--- src/rtl/rf_pkg.sv ---
// Shared definitions for the regfile_sb register file: write-source select codes and default widths.
package rf_pkg;

  localparam int unsigned RF_DATA_W = 8;
  localparam int unsigned RF_ADDR_W = 3;

  localparam logic [2:0] SEL_A      = 3'b000;
  localparam logic [2:0] SEL_B      = 3'b001;
  localparam logic [2:0] SEL_OR2    = 3'b010;
  localparam logic [2:0] SEL_ALU    = 3'b011;
  localparam logic [2:0] SEL_SP_ACC = 3'b100;
  localparam logic [2:0] SEL_B_ACC  = 3'b101;
  localparam logic [2:0] SEL_MEM    = 3'b110;
  localparam logic [2:0] SEL_NONE   = 3'b111;

endpackage

--- src/rtl/rf_scoreboard.sv ---
// Per-register pending-load scoreboard and read-hazard detection for regfile_sb.
module rf_scoreboard #(
  parameter int unsigned ADDR_W = 3
) (
  input  logic                 clk,
  input  logic                 clr,
  input  logic                 set_en,
  input  logic [ADDR_W-1:0]    set_seg,
  input  logic                 clr_en,
  input  logic [ADDR_W-1:0]    clr_seg,
  input  logic [ADDR_W-1:0]    rd_seg_A,
  input  logic                 rd_en_A,
  input  logic [ADDR_W-1:0]    rd_seg_B,
  input  logic                 rd_en_B,
  output logic [2**ADDR_W-1:0] pend,
  output logic                 stall
);

  logic [2**ADDR_W-1:0] set_mask;
  logic [2**ADDR_W-1:0] clr_mask;

  always_comb begin
    set_mask = '0;
    clr_mask = '0;
    if (set_en) set_mask[set_seg] = 1'b1;
    if (clr_en) clr_mask[clr_seg] = 1'b1;
  end

  // Set is OR'd in after the clear so a new load issued to the same index stays outstanding.
  always_ff @(posedge clk) begin
    if (clr) pend <= '0;
    else     pend <= (pend & ~clr_mask) | set_mask;
  end

  always_comb begin
    stall = (rd_en_A & pend[rd_seg_A]) | (rd_en_B & pend[rd_seg_B]);
  end

endmodule

--- src/rtl/regfile_sb.sv ---
// Parametrised register file with source mux, load-writeback port, two registered reads and hazard scoreboard.
// Define RF_BYPASS_EN to forward same-cycle writes to the read ports.
module regfile_sb
  import rf_pkg::*;
#(
  parameter int unsigned DATA_W  = RF_DATA_W,
  parameter int unsigned ADDR_W  = RF_ADDR_W,
  parameter int unsigned ACC_IDX = 0
) (
  input  logic                 clk,
  input  logic                 clr,
  input  logic                 we,
  input  logic [2:0]           mux_sel,
  input  logic [ADDR_W-1:0]    write_seg,
  input  logic [DATA_W-1:0]    A_in,
  input  logic [DATA_W-1:0]    B_in,
  input  logic [DATA_W-1:0]    OR2,
  input  logic [DATA_W-1:0]    ALU_IN,
  input  logic [DATA_W-1:0]    SP,
  input  logic [DATA_W-1:0]    mem,
  input  logic                 ld_we,
  input  logic [ADDR_W-1:0]    ld_seg,
  input  logic [DATA_W-1:0]    ld_data,
  input  logic                 ld_issue,
  input  logic [ADDR_W-1:0]    ld_issue_seg,
  input  logic [ADDR_W-1:0]    rd_seg_A,
  input  logic [ADDR_W-1:0]    rd_seg_B,
  input  logic                 rd_en_A,
  input  logic                 rd_en_B,
  output logic [DATA_W-1:0]    dataout_A,
  output logic [DATA_W-1:0]    dataout_B,
  output logic                 stall,
  output logic [2**ADDR_W-1:0] pend_vec
);

  localparam int unsigned       DEPTH   = 2**ADDR_W;
  localparam logic [ADDR_W-1:0] ACC_SEG = ADDR_W'(ACC_IDX);

  logic [DATA_W-1:0] regs [DEPTH];

  logic              pw_en;
  logic [ADDR_W-1:0] pw_seg;
  logic [DATA_W-1:0] pw_data;
  logic [DATA_W-1:0] rd_val_A;
  logic [DATA_W-1:0] rd_val_B;

  always_comb begin
    pw_en   = we;
    pw_seg  = write_seg;
    pw_data = '0;
    case (mux_sel)
      SEL_A:      pw_data = A_in;
      SEL_B:      pw_data = B_in;
      SEL_OR2:    pw_data = OR2;
      SEL_ALU:    pw_data = ALU_IN;
      SEL_SP_ACC: begin pw_data = SP;   pw_seg = ACC_SEG; end
      SEL_B_ACC:  begin pw_data = B_in; pw_seg = ACC_SEG; end
      SEL_MEM:    pw_data = mem;
      default:    pw_en = 1'b0;
    endcase
  end

`ifdef RF_BYPASS_EN
  always_comb begin
    rd_val_A = regs[rd_seg_A];
    rd_val_B = regs[rd_seg_B];
    if (pw_en && pw_seg == rd_seg_A)      rd_val_A = pw_data;
    else if (ld_we && ld_seg == rd_seg_A) rd_val_A = ld_data;
    if (pw_en && pw_seg == rd_seg_B)      rd_val_B = pw_data;
    else if (ld_we && ld_seg == rd_seg_B) rd_val_B = ld_data;
  end
`else
  always_comb begin
    rd_val_A = regs[rd_seg_A];
    rd_val_B = regs[rd_seg_B];
  end
`endif

  // Primary write is issued after the load write so it wins on an index collision.
  always_ff @(posedge clk) begin
    if (clr) begin
      for (int unsigned i = 0; i < DEPTH; i++) regs[i] <= '0;
      dataout_A <= '0;
      dataout_B <= '0;
    end else begin
      if (ld_we) regs[ld_seg] <= ld_data;
      if (pw_en) regs[pw_seg] <= pw_data;
      dataout_A <= rd_val_A;
      dataout_B <= rd_val_B;
    end
  end

  rf_scoreboard #(
    .ADDR_W (ADDR_W)
  ) u_scoreboard (
    .clk      (clk),
    .clr      (clr),
    .set_en   (ld_issue),
    .set_seg  (ld_issue_seg),
    .clr_en   (ld_we),
    .clr_seg  (ld_seg),
    .rd_seg_A (rd_seg_A),
    .rd_en_A  (rd_en_A),
    .rd_seg_B (rd_seg_B),
    .rd_en_B  (rd_en_B),
    .pend     (pend_vec),
    .stall    (stall)
  );

endmodule

--- config.mk ---
export PLATFORM = sky130hd
export DESIGN_NAME = regfile_sb
export DESIGN_NICKNAME = d
export VERILOG_FILES = /design/src/rtl/rf_pkg.sv /design/src/rtl/rf_scoreboard.sv /design/src/rtl/regfile_sb.sv
export SDC_FILE = /design/constraint.sdc
export NUM_CORES = 1
export LEC_CHECK = 0
export CAP_MARGIN = 10
export CELL_PAD_IN_SITES_DETAIL_PLACEMENT = 0
export CELL_PAD_IN_SITES_GLOBAL_PLACEMENT = 2
export CORE_MARGIN = 2
export CORE_UTILIZATION = 35
export CTS_BUF_LIST = sky130_fd_sc_hd__clkbuf_2 sky130_fd_sc_hd__clkbuf_4 sky130_fd_sc_hd__clkbuf_8
export CTS_CLUSTER_SIZE = 16
export DETAILED_ROUTE_END_ITERATION = 16
export GPL_TIMING_DRIVEN = 0
export PLACE_DENSITY_LB_ADDON = 0.1
export SLEW_MARGIN = 5
export SYNTH_ARGS = -nofsm -noshare
export SYNTH_HDL_FRONTEND = slang
export SYNTH_HIERARCHICAL = 1
export SYNTH_SLANG_ARGS = --single-unit
export TNS_END_PERCENT = 100
--- constraint.sdc ---
create_clock -name clk -period 2.3 [get_ports clk]
set_clock_uncertainty 0.1 [all_clocks]
set_input_delay 0.23 -clock clk [delete_from_list [all_inputs] [get_ports clk]]
set_output_delay 0.23 -clock clk [all_outputs]
set_load 0.01 [all_outputs]
==> run_summary.xml, run 1 <==
<?xml version="1.0" encoding="UTF-8"?>
<metrics>
  <group name="run_status">
    <metric name="status" unit="">finished clean</metric>
  </group>
  <group name="timing">
    <metric name="report.final.slew_viol_count" unit="">0</metric>
    <metric name="finalCritPeriodShare" unit="">0.947</metric>
    <metric name="rsz0062_at_grt" unit="">false</metric>
    <metric name="hold_viol_final" unit="">0</metric>
    <metric name="timing.max_slew.rel_slack" unit="">0.549</metric>
    <metric name="worst-slew-pin-transition" unit="ns">0.676</metric>
    <metric name="max_freq" unit="MHz">459</metric>
    <metric name="final-setup-viol-count" unit="">0</metric>
    <metric name="final.setup.worst_slack" unit="ns">0.122</metric>
    <metric name="period_minus_slack" unit="ns">2.18</metric>
    <metric name="tns" unit="ns">0</metric>
  </group>
  <group name="route">
    <metric name="wl_per_cell" unit="um">19.9</metric>
    <metric name="detail-route-antenna-nets" unit="">0</metric>
    <metric name="first_pass_iters" unit="">4</metric>
    <metric name="detailroute.via_count" unit="">4220</metric>
    <metric name="avgViaCountPerCell" unit="">5.36</metric>
    <metric name="drt_wl_total" unit="um">15700</metric>
    <metric name="drt_iter0_drc" unit="">202</metric>
    <metric name="route.detailed.drc" unit="">0</metric>
  </group>
  <group name="yosys">
    <metric name="synth-async-reset-ratio" unit="">0</metric>
    <metric name="ys_seq_elements" unit="">88</metric>
    <metric name="yosys.area.top_type_share" unit="">0.356</metric>
    <metric name="share_of_the_yosys_chip_area_belonging_to_registers" unit="">0.444</metric>
    <metric name="mappedNetlistArea" unit="mm^2">0.00541</metric>
    <metric name="yosys-top-cells-count" unit="">72 x sky130_fd_sc_hd__mux2i_1, 64 x sky130_fd_sc_hd__edfxtp_1, 57 x sky130_fd_sc_hd__nand2_1, 33 x sky130_fd_sc_hd__mux4_2, 33 x sky130_fd_sc_hd__nor2_1</metric>
    <metric name="syn_nets" unit="">558</metric>
    <metric name="synth.yosys.warnings" unit="">6</metric>
    <metric name="synth.distinct_cells" unit="">43</metric>
    <metric name="yosys.area.top_type" unit="">sky130_fd_sc_hd__edfxtp_1</metric>
    <metric name="netlist_instances" unit="">477</metric>
    <metric name="post_synth.cell_area_avg" unit="um^2">11.3</metric>
    <metric name="synthMostInstantiatedCell" unit="">sky130_fd_sc_hd__mux2i_1</metric>
    <metric name="dominantRegCellSynth" unit="">sky130_fd_sc_hd__edfxtp_1</metric>
    <metric name="yosys-top-cells-area" unit="">sky130_fd_sc_hd__edfxtp_1 36%, sky130_fd_sc_hd__mux4_2 14%, sky130_fd_sc_hd__mux2i_1 13%</metric>
    <metric name="synth-edff-count" unit="">64</metric>
  </group>
  <group name="floorplan">
    <metric name="floorplan.die.height" unit="um">128</metric>
    <metric name="chipWidth" unit="um">128</metric>
    <metric name="initial_utilization" unit="">0.357</metric>
    <metric name="floorplan.io_pins" unit="">106</metric>
    <metric name="placementRows" unit="">45</metric>
    <metric name="floorplan_core_area" unit="mm^2">0.0151</metric>
    <metric name="die_area" unit="mm^2">0.0165</metric>
  </group>
  <group name="clock_tree">
    <metric name="cts_tree" unit="">done</metric>
    <metric name="htree_num_levels" unit="">3</metric>
    <metric name="cts_hold_buffers" unit="">0</metric>
    <metric name="cts.sink_count" unit="">88</metric>
    <metric name="clock_slew_at_the_register_clock_pins_of_the_worst_setup_and_hold_paths" unit="ns">0.09</metric>
    <metric name="clkLatencyLatePin" unit="ns">0.37</metric>
    <metric name="cts_made_buffers" unit="">9</metric>
    <metric name="clock_path_buffers" unit="">2</metric>
    <metric name="cts.root.buffer_cell" unit="">sky130_fd_sc_hd__clkbuf_8</metric>
  </group>
  <group name="hold_path">
    <metric name="min-delay-path-class" unit="">in2reg</metric>
  </group>
  <group name="global_routing">
    <metric name="vias_in_the_first_global_route" unit="">4225</metric>
    <metric name="globalRoute.totalOverflow" unit="">0</metric>
    <metric name="grt_first_pass_wirelength" unit="um">24200</metric>
    <metric name="antenna_violations_before_repair" unit="">0</metric>
    <metric name="grt_util_all_layers" unit="">0.199</metric>
    <metric name="grt_max_degree" unit="">15</metric>
  </group>
  <group name="place">
    <metric name="gpl.final_weighted_congestion" unit="">0.805</metric>
    <metric name="preCtsSetupSlack" unit="ns">-0.819</metric>
    <metric name="detailed_place_hpwl" unit="um">12500</metric>
    <metric name="portBuffers" unit="">104</metric>
  </group>
  <group name="critical_path">
    <metric name="worst-setup-path-type" unit="">in2reg</metric>
    <metric name="timing.critical_path.buf_inv" unit="">1</metric>
    <metric name="critical_path.max_stage_delay" unit="ns">0.76</metric>
    <metric name="slowest_stage" unit="">sky130_fd_sc_hd__clkdlybuf4s50_1</metric>
    <metric name="path_delay_family" unit="">simple AND/OR/NAND/NOR gates</metric>
    <metric name="timing.critical_path.from_type" unit="">primary input</metric>
    <metric name="worst_ep_arrival_time" unit="ns">2.12</metric>
    <metric name="crit_path_cell_trace" unit="">clkdlybuf4s50_1 -&gt; nand2_1 -&gt; nor2_1 -&gt; or3_1</metric>
    <metric name="crit_path_end_kind" unit="">register</metric>
    <metric name="required" unit="ns">2.24</metric>
    <metric name="critical_path_peak_fanout" unit="">12</metric>
  </group>
  <group name="layout">
    <metric name="finalNetCount" unit="">675</metric>
    <metric name="final.fill_count" unit="">1426</metric>
    <metric name="antennaDiodeCount" unit="">0</metric>
    <metric name="area_delta_synth_final" unit="%">29.2</metric>
    <metric name="finish.utilization" unit="">0.461</metric>
    <metric name="layout-drive-gt1-share" unit="">0.160</metric>
  </group>
  <group name="power_and_ir_drop">
    <metric name="cellPowerDensity" unit="mW/mm^2">541</metric>
    <metric name="p_leak" unit="nW">2.42</metric>
    <metric name="power.ir.vdd_worst" unit="uV">264</metric>
    <metric name="fin_total_pwr" unit="mW">3.78</metric>
  </group>
  <group name="job">
    <metric name="drv_cap" unit="">0</metric>
  </group>
</metrics>
-- what timing repair did --
| item | in CTS | in global routing |
|---|---|---|
| pin swaps | 2 | 0 |
| resized for setup | 18 | 15 |
| endpoints found under the setup margin | 76 | 61 |
| setup buffers | 2 | 0 |
-- cell families after synthesis --
| logic type | count (synthesis) | share of synthesized area |
|---|---|---|
| simple gates | 169 | 0.150 |
| mux | 116 | 0.297 |
| flops | 88 | 0.444 |
| compound gates | 65 | 0.0773 |
| buf+inv | 39 | 0.0312 |
-- worst register-to-register path, cell delays in order (launching register included) --
cell	delay (ns)
sky130_fd_sc_hd__edfxtp_1	0.42
sky130_fd_sc_hd__mux4_2	0.49
sky130_fd_sc_hd__mux2i_1	0.20
sky130_fd_sc_hd__nor2_1	0.06
-- layout by cell type (no fill, tap or decap), drive strengths merged, types with 2 or more instances in the layout --
cell,n
a22oi,2
o31ai,3
dlygate4sd2,4
mux2,10
dfxtp,24
a32oi,3
mux4,34
edfxtp,64
nand4,7
nand2b,7
buf,22
clkinv,5
nor3,5
a222oi,2
nor2b,21
nor3b,3
clkdlybuf4s50,100
o21ai,25
and3,3
a21oi,14
nor2,37
nand3,19
clkbuf,23
nand2,57
o22ai,2
or3,6
a31o,2
o211a,3
mux2i,72
inv,6
o211ai,7
-- routing by layer --
layer,track usage,wire length (um),up-vias
met5,0,0,-
met4,0.0646,239,0
met3,0.0409,913,14
met2,0.319,7310,147
met1,0.270,7230,2018
li1,-,-,2041
-- metrics by stage --
stage | area, um^2 | std cells | hold WS, ns
2_1_floorplan | 5410 | 477 | 0.278
3_3_place_gp | 6680 | 769 | 0.413
3_5_place_dp | 6680 | 769 | 0.413
4_1_cts | 6940 | 787 | 0.409
5_1_grt | 6980 | 787 | 0.436
6_report | 6980 | 787 | 0.415
-- worst paths after layout --
kind / from / slack, ns / endpoint / depth (start not counted)
setup / recovery: ld_seg[2] / 0.12 / regs[6][2] / 4
setup reg to reg: regs[2][5] / 0.91 / dataout_A[5] / 3
hold reg to reg: u_scoreboard/pend[2] / 0.43 / u_scoreboard/pend[2] / 2
hold / removal: ld_issue_seg[2] / 0.41 / u_scoreboard/pend[6] / 3
-- final cells by class --
cell class	count	area, um^2	area share
inverter	6	22.5	0.00322
timing repair buffer	106	1050	0.150
clock buffer	10	131	0.0188
buffer	33	156	0.0224
multi-input combinational	350	2930	0.419
clock inverter	6	60.1	0.00860
tap	188	235	0.0337
sequential	88	2400	0.344
-- power breakdown --
group,switching (mW),internal [mW]
combinational,0.381,0.423
sequential,0.0594,1.83
clock,0.576,0.509
-- state kept, by name, summed over array words and instances, names as in the netlist --
name               flops
dataout_A              8
regs                  64
dataout_B              8
u_scoreboard/pend      8
No activity file was read; power rests on OpenSTA's default activity.
==> inputs of run 2 (changes only) <==
Settings changed: CELL_PAD_IN_SITES_DETAIL_PLACEMENT 0 to 1, CORE_UTILIZATION 35 to 25, CTS_BUF_LIST sky130_fd_sc_hd__clkbuf_2 sky130_fd_sc_hd__clkbuf_4 sky130_fd_sc_hd__clkbuf_8 to unset.
==> run 2 against run 1 <==
Effect of this change: largest cell class unchanged; critical path type unchanged; highest routed layer unchanged; power grew 13%; clock power grew 39%; utilization shrank 11 points; via count grew 1.9%.
==> run_summary.xml, run 2 (same netlist as run 1, synthesis figures left out) <==
<?xml version="1.0" encoding="UTF-8"?>
<metrics>
  <group name="route">
    <metric name="avgViaCountPerCell" unit="">4.85</metric>
    <metric name="detailroute.via_count" unit="">4299</metric>
    <metric name="drt_iter0_drc" unit="">236</metric>
    <metric name="detail-route-antenna-nets" unit="">0</metric>
    <metric name="route.detailed.drc" unit="">0</metric>
    <metric name="wl_per_cell" unit="um">20.7</metric>
    <metric name="first_pass_iters" unit="">4</metric>
    <metric name="drt_wl_total" unit="um">18400</metric>
  </group>
  <group name="global_routing">
    <metric name="grt_use_met2" unit="">0.308</metric>
    <metric name="grt_util_all_layers" unit="">0.169</metric>
    <metric name="grtUsageMet3" unit="">0.0235</metric>
    <metric name="vias_in_the_first_global_route" unit="">4819</metric>
    <metric name="globalRoute.totalOverflow" unit="">0</metric>
    <metric name="grt_first_pass_wirelength" unit="um">28200</metric>
    <metric name="top_usage_layer" unit="">met2</metric>
    <metric name="grt_max_degree" unit="">16</metric>
    <metric name="gr-usage-met1" unit="">0.211</metric>
    <metric name="antenna_violations_before_repair" unit="">0</metric>
  </group>
  <group name="power_and_ir_drop">
    <metric name="fin_total_pwr" unit="mW">4.25</metric>
    <metric name="cellPowerDensity" unit="mW/mm^2">580</metric>
    <metric name="p_leak" unit="nW">2.57</metric>
    <metric name="power.ir.vdd_worst" unit="uV">234</metric>
  </group>
  <group name="layout">
    <metric name="area_delta_synth_final" unit="%">35.7</metric>
    <metric name="antennaDiodeCount" unit="">0</metric>
    <metric name="registers.top_by_ff_count" unit="">regs</metric>
    <metric name="final.fill_count" unit="">2332</metric>
    <metric name="finish.utilization" unit="">0.347</metric>
    <metric name="stdcell_area" unit="mm^2">0.00733</metric>
    <metric name="finalNetCount" unit="">687</metric>
    <metric name="final_common_cell" unit="">sky130_fd_sc_hd__clkdlybuf4s50_1</metric>
    <metric name="largest_register_ffs" unit="">64</metric>
    <metric name="final_cell_mix" unit="">98 x sky130_fd_sc_hd__clkdlybuf4s50_1, 72 x sky130_fd_sc_hd__mux2i_1, 64 x sky130_fd_sc_hd__edfxtp_1</metric>
    <metric name="layout-drive-gt1-share" unit="">0.195</metric>
  </group>
  <group name="timing">
    <metric name="timing.max_slew.rel_slack" unit="">0.436</metric>
    <metric name="tns" unit="ns">0</metric>
    <metric name="period_minus_slack" unit="ns">2.18</metric>
    <metric name="final-setup-viol-count" unit="">0</metric>
    <metric name="rsz0062_at_grt" unit="">false</metric>
    <metric name="hold_viol_final" unit="">0</metric>
    <metric name="finalCritPeriodShare" unit="">0.946</metric>
    <metric name="report.final.slew_viol_count" unit="">0</metric>
    <metric name="max_freq" unit="MHz">459</metric>
    <metric name="worst-slew-pin-transition" unit="ns">0.846</metric>
  </group>
  <group name="critical_path">
    <metric name="crit_path_cell_trace" unit="">clkdlybuf4s50_1 -&gt; clkbuf_4 -&gt; buf_4 -&gt; mux4_2 -&gt; mux2i_1 -&gt; nor2_1</metric>
    <metric name="timing.critical_path.from_type" unit="">primary input</metric>
    <metric name="launching_element_of_the_worst_setup_path" unit="">rd_seg_B[0]</metric>
    <metric name="critical_path.max_stage_delay" unit="ns">0.56</metric>
    <metric name="crit_path_end_kind" unit="">register</metric>
    <metric name="slowest_stage" unit="">sky130_fd_sc_hd__mux4_2</metric>
    <metric name="critical_path_peak_fanout" unit="">10</metric>
    <metric name="worst_ep_arrival_time" unit="ns">2.30</metric>
    <metric name="required" unit="ns">2.42</metric>
    <metric name="regToRegStartpoint" unit="">regs[7][6]</metric>
    <metric name="worst-setup-path-type" unit="">in2reg</metric>
    <metric name="setup.reg_to_reg.worst_slack" unit="ns">0.78</metric>
  </group>
  <group name="clock_tree">
    <metric name="cts.root.buffer_cell" unit="">sky130_fd_sc_hd__clkbuf_16</metric>
    <metric name="cts_hold_buffers" unit="">0</metric>
    <metric name="htree_num_levels" unit="">3</metric>
    <metric name="clock_path_buffers" unit="">2</metric>
    <metric name="clkLatencyLatePin" unit="ns">0.35</metric>
    <metric name="cts_tree" unit="">done</metric>
    <metric name="cts.sink_count" unit="">88</metric>
    <metric name="clock_slew_at_the_register_clock_pins_of_the_worst_setup_and_hold_paths" unit="ns">0.06</metric>
    <metric name="cts_made_buffers" unit="">9</metric>
  </group>
  <group name="floorplan">
    <metric name="initial_utilization" unit="">0.256</metric>
    <metric name="die_area" unit="mm^2">0.0228</metric>
    <metric name="floorplan_core_area" unit="mm^2">0.0212</metric>
    <metric name="chipWidth" unit="um">151</metric>
    <metric name="floorplan.die.height" unit="um">151</metric>
    <metric name="floorplan.io_pins" unit="">106</metric>
    <metric name="placementRows" unit="">53</metric>
  </group>
  <group name="hold_path">
    <metric name="min-delay-path-class" unit="">reg2reg</metric>
    <metric name="worst_hold_startpoint" unit="">u_scoreboard/pend[0]</metric>
  </group>
  <group name="place">
    <metric name="placed_cell_area" unit="mm^2">0.00680</metric>
    <metric name="portBuffers" unit="">104</metric>
    <metric name="gpl.final_weighted_congestion" unit="">0.774</metric>
    <metric name="detailed_place_hpwl" unit="um">14600</metric>
  </group>
  <group name="job">
    <metric name="drv_cap" unit="">0</metric>
  </group>
  <group name="run_status">
    <metric name="status" unit="">finished clean</metric>
  </group>
</metrics>
-- run 2: critical path, delay by kind of cell --
kind	cells	cell delay (ns)
buffers and inverters	3	1.08
and+or+nand+nor	1	0.07
muxes	2	0.90
-- run 2: layout make-up --
cell class / instances / area (um^2) / share of cell area
plain buffers: 33 / 168 / 0.0229
clock buffers: 10 / 239 / 0.0326
clock inverters: 6 / 68.8 / 0.00938
inverters: 6 / 22.5 / 0.00307
multi-input cells: 350 / 2930 / 0.400
flip-flops and latches: 88 / 2400 / 0.328
well taps: 275 / 344 / 0.0469
repair buffers: 118 / 1150 / 0.157
-- run 2: per-stage QoR --
stage	hold WS, ns	setup WS [ns]	instances
floorplan	0.278	0.294	477
global placement	0.413	-1.07	856
detailed placement	0.420	-0.989	858
CTS	0.431	0.00218	883
global route	0.465	0.0151	886
finish	0.417	0.124	886
-- run 2: final timing paths --
check / end / depth (start not counted)
max: dataout_B[6] / 6
min: u_scoreboard/pend[0] / 2
max reg2reg: dataout_B[6] / 3
min reg2reg: u_scoreboard/pend[0] / 2
-- run 2: per-layer routing --
metal | wire (um) | part of all wire | vias up
met5 | 0 | 0 | -
met4 | 276 | 0.015 | 0
met3 | 448 | 0.024 | 21
met2 | 9570 | 0.52 | 82
met1 | 8080 | 0.44 | 2125
li1 | - | - | 2071
-- run 2: repair_timing --
action                                  4_1_cts  5_1_grt
endpoints found under the setup margin      124       71
gates resized for setup                      31       13
setup buffers                                 9        3
pin swaps                                     4        1
endpoints found under the hold margin         0        0
-- run 2: where the power goes --
part	leakage (nW)	total (mW)	switching (mW)	internal [mW]
sequential	0.822	1.88	0.0551	1.83
clock	0.149	1.51	0.631	0.875
combinational	1.60	0.859	0.419	0.440
